[src/rtl/bus_arbiter_rr3.sv]
// rtl/bus_arbiter_rr3.sv - three-master round-robin system bus arbiter with slave timeout
module bus_arbiter_rr3 #(
  parameter int unsigned TIMEOUT = 1024
) (
  input  logic        i_clock,
  input  logic        i_reset,
  output logic        o_bus_rw,
  output logic        o_bus_request,
  input  logic        i_bus_ready,
  output logic [31:0] o_bus_address,
  input  logic [31:0] i_bus_rdata,
  output logic [31:0] o_bus_wdata,
  input  logic        i_pa_request,
  output logic        o_pa_ready,
  input  logic [31:0] i_pa_address,
  output logic [31:0] o_pa_rdata,
  input  logic        i_pb_rw,
  input  logic        i_pb_request,
  output logic        o_pb_ready,
  input  logic [31:0] i_pb_address,
  output logic [31:0] o_pb_rdata,
  input  logic [31:0] i_pb_wdata,
  input  logic        i_pc_rw,
  input  logic        i_pc_request,
  output logic        o_pc_ready,
  input  logic [31:0] i_pc_address,
  output logic [31:0] o_pc_rdata,
  input  logic [31:0] i_pc_wdata,
  output logic        o_timeout
);

  typedef enum logic [1:0] {
    ST_IDLE    = 2'd0,
    ST_ACTIVE  = 2'd1,
    ST_RELEASE = 2'd2
  } state_t;

  localparam logic [1:0] PORT_A = 2'd0;
  localparam logic [1:0] PORT_B = 2'd1;
  localparam logic [1:0] PORT_C = 2'd2;

  // A zero TIMEOUT disables the watchdog; otherwise completion is forced on the last allowed cycle
  localparam logic        TMO_EN     = (TIMEOUT != 32'd0);
  localparam int unsigned TMO_LAST_I = (TIMEOUT == 32'd0) ? 32'd0 : TIMEOUT - 32'd1;
  localparam logic [15:0] TMO_LAST   = TMO_LAST_I[15:0];

  state_t      state_q, state_d;
  logic [1:0]  last_q, last_d;
  logic [1:0]  grant_q, grant_d;
  logic [15:0] cnt_q, cnt_d;
  logic        bus_rw_q, bus_rw_d;
  logic        bus_req_q, bus_req_d;
  logic [31:0] bus_addr_q, bus_addr_d;
  logic [31:0] bus_wdata_q, bus_wdata_d;
  logic [2:0]  rdy_q, rdy_d;
  logic [31:0] rdata_a_q, rdata_a_d;
  logic [31:0] rdata_b_q, rdata_b_d;
  logic [31:0] rdata_c_q, rdata_c_d;
  logic        timeout_q, timeout_d;

  logic [2:0]  req_vec;
  logic [1:0]  winner;
  logic        tmo_hit;
  logic        complete;
  logic [31:0] cpl_data;

  assign req_vec  = {i_pc_request, i_pb_request, i_pa_request};
  assign tmo_hit  = TMO_EN && (cnt_q == TMO_LAST);
  assign complete = (state_q == ST_ACTIVE) && (i_bus_ready || tmo_hit);
  assign cpl_data = i_bus_ready ? i_bus_rdata : 32'd0;

  // Round-robin pick: first requesting port after the last grant, scanning A->B->C->A
  always_comb begin
    winner = PORT_A;
    case (last_q)
      PORT_A: begin
        if (req_vec[1])      winner = PORT_B;
        else if (req_vec[2]) winner = PORT_C;
        else                 winner = PORT_A;
      end
      PORT_B: begin
        if (req_vec[2])      winner = PORT_C;
        else if (req_vec[0]) winner = PORT_A;
        else                 winner = PORT_B;
      end
      default: begin
        if (req_vec[0])      winner = PORT_A;
        else if (req_vec[1]) winner = PORT_B;
        else                 winner = PORT_C;
      end
    endcase
  end

  // Sequencer: grant in IDLE, hold the bus in ACTIVE, spend one RELEASE cycle showing the ready pulse
  always_comb begin
    state_d     = state_q;
    last_d      = last_q;
    grant_d     = grant_q;
    cnt_d       = cnt_q;
    bus_rw_d    = bus_rw_q;
    bus_req_d   = bus_req_q;
    bus_addr_d  = bus_addr_q;
    bus_wdata_d = bus_wdata_q;
    rdy_d       = 3'b000;
    rdata_a_d   = rdata_a_q;
    rdata_b_d   = rdata_b_q;
    rdata_c_d   = rdata_c_q;
    timeout_d   = 1'b0;

    case (state_q)
      ST_IDLE: begin
        if (|req_vec) begin
          grant_d   = winner;
          last_d    = winner;
          cnt_d     = 16'd0;
          bus_req_d = 1'b1;
          state_d   = ST_ACTIVE;
          case (winner)
            PORT_A: begin
              bus_addr_d  = i_pa_address;
              bus_rw_d    = 1'b0;
              bus_wdata_d = 32'd0;
            end
            PORT_B: begin
              bus_addr_d  = i_pb_address;
              bus_rw_d    = i_pb_rw;
              bus_wdata_d = i_pb_wdata;
            end
            default: begin
              bus_addr_d  = i_pc_address;
              bus_rw_d    = i_pc_rw;
              bus_wdata_d = i_pc_wdata;
            end
          endcase
        end
      end
      ST_ACTIVE: begin
        if (complete) begin
          bus_req_d = 1'b0;
          timeout_d = ~i_bus_ready;
          state_d   = ST_RELEASE;
          case (grant_q)
            PORT_A: begin
              rdy_d[0]  = 1'b1;
              rdata_a_d = cpl_data;
            end
            PORT_B: begin
              rdy_d[1]  = 1'b1;
              rdata_b_d = cpl_data;
            end
            default: begin
              rdy_d[2]  = 1'b1;
              rdata_c_d = cpl_data;
            end
          endcase
        end else begin
          cnt_d = cnt_q + 16'd1;
        end
      end
      ST_RELEASE: begin
        state_d = ST_IDLE;
      end
      default: begin
        state_d = ST_IDLE;
      end
    endcase
  end

  // State and output registers; reset abandons any transaction and parks last grant on C so A wins first
  always_ff @(posedge i_clock or posedge i_reset) begin
    if (i_reset) begin
      state_q     <= ST_IDLE;
      last_q      <= PORT_C;
      grant_q     <= PORT_A;
      cnt_q       <= 16'd0;
      bus_rw_q    <= 1'b0;
      bus_req_q   <= 1'b0;
      bus_addr_q  <= 32'd0;
      bus_wdata_q <= 32'd0;
      rdy_q       <= 3'b000;
      rdata_a_q   <= 32'd0;
      rdata_b_q   <= 32'd0;
      rdata_c_q   <= 32'd0;
      timeout_q   <= 1'b0;
    end else begin
      state_q     <= state_d;
      last_q      <= last_d;
      grant_q     <= grant_d;
      cnt_q       <= cnt_d;
      bus_rw_q    <= bus_rw_d;
      bus_req_q   <= bus_req_d;
      bus_addr_q  <= bus_addr_d;
      bus_wdata_q <= bus_wdata_d;
      rdy_q       <= rdy_d;
      rdata_a_q   <= rdata_a_d;
      rdata_b_q   <= rdata_b_d;
      rdata_c_q   <= rdata_c_d;
      timeout_q   <= timeout_d;
    end
  end

  assign o_bus_rw      = bus_rw_q;
  assign o_bus_request = bus_req_q;
  assign o_bus_address = bus_addr_q;
  assign o_bus_wdata   = bus_wdata_q;
  assign o_pa_ready    = rdy_q[0];
  assign o_pb_ready    = rdy_q[1];
  assign o_pc_ready    = rdy_q[2];
  assign o_pa_rdata    = rdata_a_q;
  assign o_pb_rdata    = rdata_b_q;
  assign o_pc_rdata    = rdata_c_q;
  assign o_timeout     = timeout_q;

endmodule

[config.mk]
export PLATFORM = sky130hd
export DESIGN_NAME = bus_arbiter_rr3
export DESIGN_NICKNAME = d
export VERILOG_FILES = /design/src/rtl/bus_arbiter_rr3.sv
export SDC_FILE = /design/constraint.sdc
export NUM_CORES = 1
export LEC_CHECK = 0
export CORE_AREA = 2 2 140 142
export CTS_BUF_LIST = sky130_fd_sc_hd__clkbuf_16
export CTS_CLUSTER_DIAMETER = 120
export DETAILED_ROUTE_END_ITERATION = 10
export DIE_AREA = 0 0 142 144
export PLACE_DENSITY = 0.81
export SYNTH_ARGS = -nofsm -noshare
export SYNTH_HDL_FRONTEND = slang
export SYNTH_SLANG_ARGS = --single-unit
[constraint.sdc]
create_clock -name i_clock -period 8.1 [get_ports i_clock]
set_clock_uncertainty 0.2 [all_clocks]
set_input_delay 2.43 -clock i_clock [delete_from_list [all_inputs] [get_ports i_clock]]
set_output_delay 2.43 -clock i_clock [all_outputs]
set_load 0.01 [all_outputs]
[After elaboration in Yosys (flattened, before gate mapping)]
Cells that the tools add are included.
Word-level totals
  register bits: 188
  input bits: 200
  output and inout bits: 166
Operators by class
  add/sub/neg operators: 1
  eq/ne operators: 8
  muxes and demuxes: 27
  bitwise gates (word level): 2
  reductions and logical operators: 16
Operators with widths (count)
  case mux 32 bit (2 select lines): 2
  2-to-1 mux 16 bit: 2
  2-to-1 mux 32 bit: 1
  case mux 16 bit (2 select lines): 1
  adder 16 x 1 -> 16 bit, second input constant: 1
  equality test 16 x 10 -> 1 bit, second input constant: 1
  AND reduction 3 bit: 5
  2-to-1 mux 2 bit: 7
  equality test 2 x 1 -> 1 bit, second input constant: 4
  logical NOT 2 bit: 4
  2-to-1 mux 1 bit: 8
  case mux 2 bit (2 select lines): 2
  2-to-1 mux 3 bit: 2
  inequality test 2 bit, second input constant: 3
  case mux 1 bit (2 select lines): 2
  AND reduction 2 bit: 2
  OR reduction 3 bit: 1
  inverter 1 bit: 2
  nonzero test 2 bit: 1
  OR reduction 2 bit: 1
  logical AND 1 bit: 1
  logical OR 1 bit: 1

[Logic depth before layout (Yosys ltp)]
Gate-level depths: netlist (run 1).
  depth after elaboration: 5
  mapped depth: 7
  gate-level depth less buffers: 5

[Least setup slack after synthesis (run 1)]
No wires, ideal clock.
  path type: input -> register
  from: in i_pa_request
  to: reg cnt_q[4]
  library setup time: 0.095 ns
  arrival: 3.799 ns
  required time: 7.805 ns
  path slack: 4.006 ns
  stages on the path: 6
  cell sequence: or3_1 nand2_1 clkbuf_1 buf_1 o311ai_0 o31ai_1
Between the ends
  cells in the longest elaborated chain, start to end: 3
RTL lines
  from (decl): RTL line 13  | input logic i_pa_request,
  OR reduction 3 bit: RTL line 112  | if (|req_vec) begin
  inequality test 2 bit (no line)
  AND reduction 3 bit (no line)
  to (signal assigned): RTL line 189  | cnt_q <= cnt_d;
  to (decl): RTL line 50  | logic [15:0] cnt_q, cnt_d;
Every way passes these cells.
A chain may end at the register's enable or synchronous reset.

[Final worst setup path (run 1)]
  from: in i_pb_request
  to: reg bus_wdata_q[11], in the netlist o_bus_wdata[11]
Between the ends
  cells in the longest elaborated chain, start to end: 5
RTL lines
  from (decl): RTL line 18  | input logic i_pb_request,
  2-to-1 mux 2 bit: RTL line 88  | else if (req_vec[1]) winner = PORT_B;
  2-to-1 mux 2 bit: RTL line 87  | if (req_vec[0]) winner = PORT_A;
  case mux 2 bit (2 select lines): RTL line 75  | case (last_q)
  equality test 2 x 1 -> 1 bit / logical NOT 2 bit (equally long branches): RTL line 118  | case (winner)
  case mux 32 bit (2 select lines): RTL line 118
  to (signal assigned): RTL line 193  | bus_wdata_q <= bus_wdata_d;
  to (decl): RTL line 54  | logic [31:0] bus_wdata_q, bus_wdata_d;
Several ways; a longest one is shown, not always the timed one.

==> results of run 1 <==
[cell families after synthesis]
kind of cell | after synthesis | synth area share
xor+xnor | 1 | 0.001114
compound gates | 256 | 0.2566
fa+ha+maj | 1 | 0.001591
mux | 3 | 0.003820
flops | 187 | 0.5954
simple gates | 165 | 0.09534
buf+inv | 74 | 0.04616
[placed cells by master, fill, tap and decap left out, drive strengths merged, types with 6 or more instances in the layout]
master         count
inv               17
a221oi            33
a32oi             32
o21ai             39
clkdlybuf4s50    365
dfrtp            186
or3                6
a21oi              6
buf               14
clkbuf            17
nand2             45
o2bb2ai           96
nor2              76
a22oi             32
clkinv             6
nand3              6
[report_power, final]
| part | internal, W | leakage (nW) | switching, W |
|---|---|---|---|
| sequential | 0.00135 | 2.33 | 0.000261 |
| clock | 0.000418 | 0.285 | 0.000417 |
| combinational | 0.00111 | 2.28 | 0.00102 |
| total | 0.00288 | 4.90 | 0.00170 |
[state kept, by name, indices dropped and copies added, names as in the netlist, 2 cells and up]
register	flops
last_q	2
o_pb_rdata	32
o_pc_rdata	32
o_pa_rdata	32
o_bus_address	32
cnt_q	16
o_bus_wdata	32
rdy_q	3
state_q	2
[critical path: stages]
cell             delay (ns)
clkdlybuf4s50_1        0.51
nor2b_1                0.22
o32ai_4                0.41
buf_4                  0.64
a221oi_1               0.25
nor2_1                 0.16
[layout make-up]
cell class,instances,area [um2]
Clock buffer,17,425.4
Clock inverter,15,171.4
Fill cell,1502,6853
Inverter,10,42.54
Multi-Input combinational cell,426,2850
Sequential cell,187,4681
Tap cell,238,297.8
Timing Repair Buffer,379,3759
[routing by layer]
metal,share of wire,vias to the layer above,track usage
met2,0.48,337,0.4150
met4,0.027,0,0.08579
met1,0.39,3581,0.3250
met3,0.10,40,0.1000
met5,0,-,0
li1,-,3294,-
[stage by stage]
stage | cells | area, um2 | setup slack [ns] | total power [W] | utilization
6_report | 1272 | 12230 | 3.581 | 0.004586 | 0.6408
4_1_cts | 1272 | 12230 | 3.619 | 0.004619 | 0.6408
5_1_grt | 1272 | 12230 | 3.415 | 0.004843 | 0.6408
3_5_place_dp | 1240 | 11630 | 3.181 | 0.003762 | 0.6095
2_1_floorplan | 687 | 7861 | 0.3862 | 0.002568 | -
3_3_place_gp | 1240 | 11630 | 3.206 | 0.003710 | 0.6095
[worst max-delay path by stage]
| stage | from | end | cells past startpoint |
|---|---|---|---|
| 5_1_grt | i_pa_request | cnt_q[2] | 5 |
| 3_3_place_gp | i_pc_request | cnt_q[2] | 5 |
| 2_1_floorplan | i_reset | cnt_q[0] | 1 |
| 3_5_place_dp | i_pb_request | o_bus_address[3] | 6 |
| 4_1_cts | i_pc_request | cnt_q[2] | 5 |
| 6_report | i_pb_request | o_bus_wdata[11] | 6 |
==> reports/qor.csv, run 1 <==
stage;metric;value;unit
place;port bufs;365;
worst_setup_path;R2R Setup Slk;5.32;ns
die;Core Rows;51;
logic_synthesis;FF+latch count, synth;187;
die;Die ar.;20450;um2
drt;Initial DRT Pass Iterations;5;
drt;drt drc;0;
place;hpwl dp;19.07;mm
final_layout;Diodes inserted;0;
sta;Slew Viols, Final;0;
sta;TNS Setup;0;ns
worst_setup_path;r2r worst-path depth;5;
worst_setup_path;worst-path fanout max;62;
clock_network;cts repair resizes;0;
logic_synthesis;Syn Area/Cell;11.44;um2
sta;RSZ-0062 raised after global routing;false;
logic_synthesis;Synth async-reset ratio;1.000;
clock_network;clock latency on the worst-skew pair;0.42;ns
global_route;largest net degree at the start of global routing;108;
die;Initial Util;0.4120;
place;routability cong.;0.7881;
worst_setup_path;Critical Path Sink Type;flip-flop;
clock_network;CTS tree;done;
global_route;grt total ovfl;0;
job;max_cap viols;0;
min_path;Hold Path Stages;2;
logic_synthesis;most numerous cell in the Yosys netlist;dfrtp_1;
final_layout;NumNets Final;1222;
worst_setup_path;reg2reg start;cnt_q[12];
sta;period utilisation layout;0.5580;
drt;via count;7252;
min_path;class of the worst hold path;flip-flop to flip-flop;
clock_network;clk buf depth;2;
worst_setup_path;worst setup path class;input pin to flip-flop;
logic_synthesis;Gate Count Post-Synth;687;
global_route;initial antenna violation count;0;
logic_synthesis;area leader, netlist;dfrtp_1;
drt;Starting DRT DRC Count;348;
clock_network;htree depth;4;
logic_synthesis;main flop type after synthesis;dfrtp_1;
sta;Slew HR;0.2879;
logic_synthesis;Post-synth EDFFs;0;
clock_network;Post-CTS Hold Fix Bufs;0;
sta;Final Hold Vio Count;0;
global_route;vias in the first global route;6994;
logic_synthesis;Yosys warnings;0;
sta;Hold WS;0.2904;ns
die;total I/O pin count;366;
die;Die X;142;um
sta;fmax;0.2213;GHz
logic_synthesis;main area contributors after synthesis;dfrtp_1, o2bb2ai_1, a221oi_1;
clock_network;CTS clk-pin slew, worst paths;0.08;ns
logic_synthesis;Syn Nets;888;
min_path;Hold EP;o_bus_address[26];
global_route;GRT Util Overall;0.2593;
clock_network;total CTS buffers;17;
drt;drt total wl;27.24;mm
worst_setup_path;Critical Path Start Type;input pin;
logic_synthesis;leading cell types by count after synthesis;dfrtp_1, o2bb2ai_1, nor2_1, nand2_1, clkbuf_1;
global_route;global-route wire length before repair;40.67;mm
clock_network;postcts setup bufs;0;
sta;setup violators final;0;
sta;slew at the pin closest to its max-slew limit;1.068;ns
clock_network;Root Driver;clkbuf_16;
drt;Routed Antenna Nets;0;
logic_synthesis;post-synth top area share;0.5921;
power_and_ir_drop;power density over the cells;375.1;nW/um2
die;Core Region;19080;um2
min_path;min-delay src;o_bus_address[26];
final_layout;Synth-to-Final Area Change;55.53;%
outcome;status;complete, no violations;
drt;DR WL/cell;21.42;um
logic_synthesis;register area share after synthesis;0.5954;
power_and_ir_drop;Leak;4.902;nW
worst_setup_path;arrival time at the worst endpoint;4.67;ns
clock_network;clk sinks;187;
power_and_ir_drop;Peak VDD IR;227.8;uV
worst_setup_path;CP required;8.25;ns
die;Die H;144;um
sta;min cycle time layout;4.519;ns
logic_synthesis;Post-Syn Area;7861;um2
logic_synthesis;count of cell types in the netlist;45;
drt;vias per std cell;5.701;
final_layout;fraction of layout cells with a size suffix above 1;0.05319;
worst_setup_path;R2R Path End;o_pa_rdata[17];
(Power assumes the default switching activity.)
==> inputs of run 2 (changes only) <==
==> config.mk (replaced) <==
export PLATFORM = sky130hd
export DESIGN_NAME = bus_arbiter_rr3
export DESIGN_NICKNAME = d
export VERILOG_FILES = /design/src/rtl/bus_arbiter_rr3.sv
export SDC_FILE = /design/constraint.sdc
export NUM_CORES = 1
export LEC_CHECK = 0
export CORE_AREA = 2 2 147 149
export CTS_BUF_LIST = sky130_fd_sc_hd__clkbuf_16
export CTS_CLUSTER_DIAMETER = 120
export DETAILED_ROUTE_END_ITERATION = 10
export DIE_AREA = 0 0 149 151
export PLACE_DENSITY = 0.77
export SYNTH_ARGS = -nofsm -noshare
export SYNTH_HDL_FRONTEND = slang
export SYNTH_SLANG_ARGS = --single-unit
==> constraint.sdc (replaced) <==
create_clock -name i_clock -period 3.94 [get_ports i_clock]
set_clock_uncertainty 0.2 [all_clocks]
set_input_delay 1.182 -clock i_clock [delete_from_list [all_inputs] [get_ports i_clock]]
set_output_delay 1.182 -clock i_clock [all_outputs]
set_load 0.01 [all_outputs]
==> reports/qor.csv, run 2 (synthesis results as in run 1) <==
stage;metric;value;unit
outcome;status;complete, no violations;
clock_network;Root Driver;clkbuf_16;
die;Die H;151;um
power_and_ir_drop;Final Total Pwr;0.009392;W
final_layout;Synth-to-Final Area Change;56.90;%
power_and_ir_drop;power density over the cells;761.4;nW/um2
final_layout;fin cells;1314;
sta;min cycle time layout;2.878;ns
final_layout;commonest non-fill, non-tap cell in the layout;clkdlybuf4s50_1;
drt;vias per std cell;5.412;
global_route;largest net degree at the start of global routing;81;
worst_setup_path;worst-path fanout max;66;
job;max_cap viols;0;
clock_network;clk sinks;187;
drt;Initial DRT Pass Iterations;4;
min_path;class of the worst hold path;flip-flop to flip-flop;
final_layout;fraction of layout cells with a size suffix above 1;0.05679;
power_and_ir_drop;Peak VDD IR;412.9;uV
global_route;global-route wire length before repair;40.12;mm
sta;setup violators final;0;
final_layout;area of the multi-input gates;2850;um2
global_route;GRT Util Overall;0.2308;
global_route;initial antenna violation count;0;
global_route;grt total ovfl;0;
sta;Final Hold Vio Count;0;
drt;drt drc;0;
worst_setup_path;CP required;4.03;ns
drt;DR WL/cell;20.46;um
die;Initial Util;0.3775;
worst_setup_path;Critical Path Start Type;input pin;
sta;RSZ-0062 raised after global routing;false;
die;Die X;149;um
die;Core Rows;53;
clock_network;postcts setup bufs;0;
place;port bufs;365;
clock_network;clk buf depth;2;
worst_setup_path;Critical Path Sink Type;flip-flop;
die;total I/O pin count;366;
sta;Slew HR;0.6084;
sta;Hold WS;0.2896;ns
sta;fmax;0.3475;GHz
clock_network;CTS clk-pin slew, worst paths;0.07;ns
power_and_ir_drop;Leak;4.924;nW
place;placed cells;1282;
final_layout;Final Instance Area;12330;um2
clock_network;cts repair resizes;0;
drt;Starting DRT DRC Count;436;
final_layout;Diodes inserted;0;
final_layout;FF/Latch Area;4681;um2
sta;Slew Viols, Final;0;
clock_network;clock latency on the worst-skew pair;0.42;ns
final_layout;fill count;1717;
clock_network;htree depth;4;
drt;drt total wl;26.88;mm
worst_setup_path;arrival time at the worst endpoint;2.97;ns
final_layout;NumNets Final;1227;
die;Die ar.;22500;um2
place;hpwl dp;18.92;mm
worst_setup_path;R2R Setup Slk;1.40;ns
die;Core Region;20820;um2
drt;Routed Antenna Nets;0;
global_route;vias in the first global route;7103;
sta;period utilisation layout;0.7303;
sta;slew at the pin closest to its max-slew limit;0.5862;ns
clock_network;CTS tree;done;
final_layout;most frequent cells in the layout;clkdlybuf4s50_1, dfrtp_1, o2bb2ai_1;
drt;via count;7112;
clock_network;total CTS buffers;17;
sta;TNS Setup;0;ns
worst_setup_path;worst setup path class;input pin to flip-flop;
place;routability cong.;0.7857;
clock_network;Post-CTS Hold Fix Bufs;0;
place;Area after DPL;11780;um2
-- run 2: cell count changes in the layout (fill, tap and decap cells not counted) --
cell,delta
clkinv_2,+1
inv_8,-2
buf_12,+5
clkinv_4,+1
clkinvlp_4,+2
clkinv_1,+1
clkinv_8,-3
-- run 2: area by class of cell --
cell class              count  share of cell area
inverters                  10            0.003348
multi-input cells         426              0.2311
repair buffers            384              0.3128
well taps                 275             0.02790
clock inverters            15             0.01085
clock buffers              17             0.03449
flip-flops and latches    187              0.3795
-- run 2: per-layer routing --
metal  routed length (um)  GRT usage
met5                    0          0
met3                 2333    0.07199
met1                10900     0.2895
met4                  425    0.06238
met2                13220     0.3880
-- run 2: report_power, final --
part / internal [W] / leakage (nW) / switching [W]
clock network: 0.000832 / 0.266 / 0.000800
logic: 0.00234 / 2.32 / 0.00212
registers: 0.00278 / 2.33 / 0.000525
total: 0.00595 / 4.92 / 0.00344
-- run 2: metrics by stage --
step,setup slack [ns],util
after floorplan,0.1523,-
after global placement,0.6679,0.5655
after detailed placement,0.6449,0.5655
after CTS,1.060,0.5924
after global routing,0.9084,0.5924
final,1.062,0.5924
-- run 2: worst paths after layout --
path                                start        endpoint  cells past startpoint
max reg2reg                     cnt_q[12]   o_pa_rdata[4]                      5
min in group asynchronous         i_reset  o_pc_rdata[18]                      2
min                        o_pc_rdata[24]  o_pc_rdata[24]                      1
max                          i_pb_request  o_bus_wdata[0]                      6
min reg2reg                o_pc_rdata[24]  o_pc_rdata[24]                      1
max in group asynchronous         i_reset   o_pb_rdata[2]                      3
-- run 2: worst max-delay path, cell delays in order --
cell and delay, ns:
clkdlybuf4s50_1 0.56, nor2b_1 0.35, o32ai_4 0.13, buf_12 0.20, a221oi_1 0.41, nor2_1 0.08
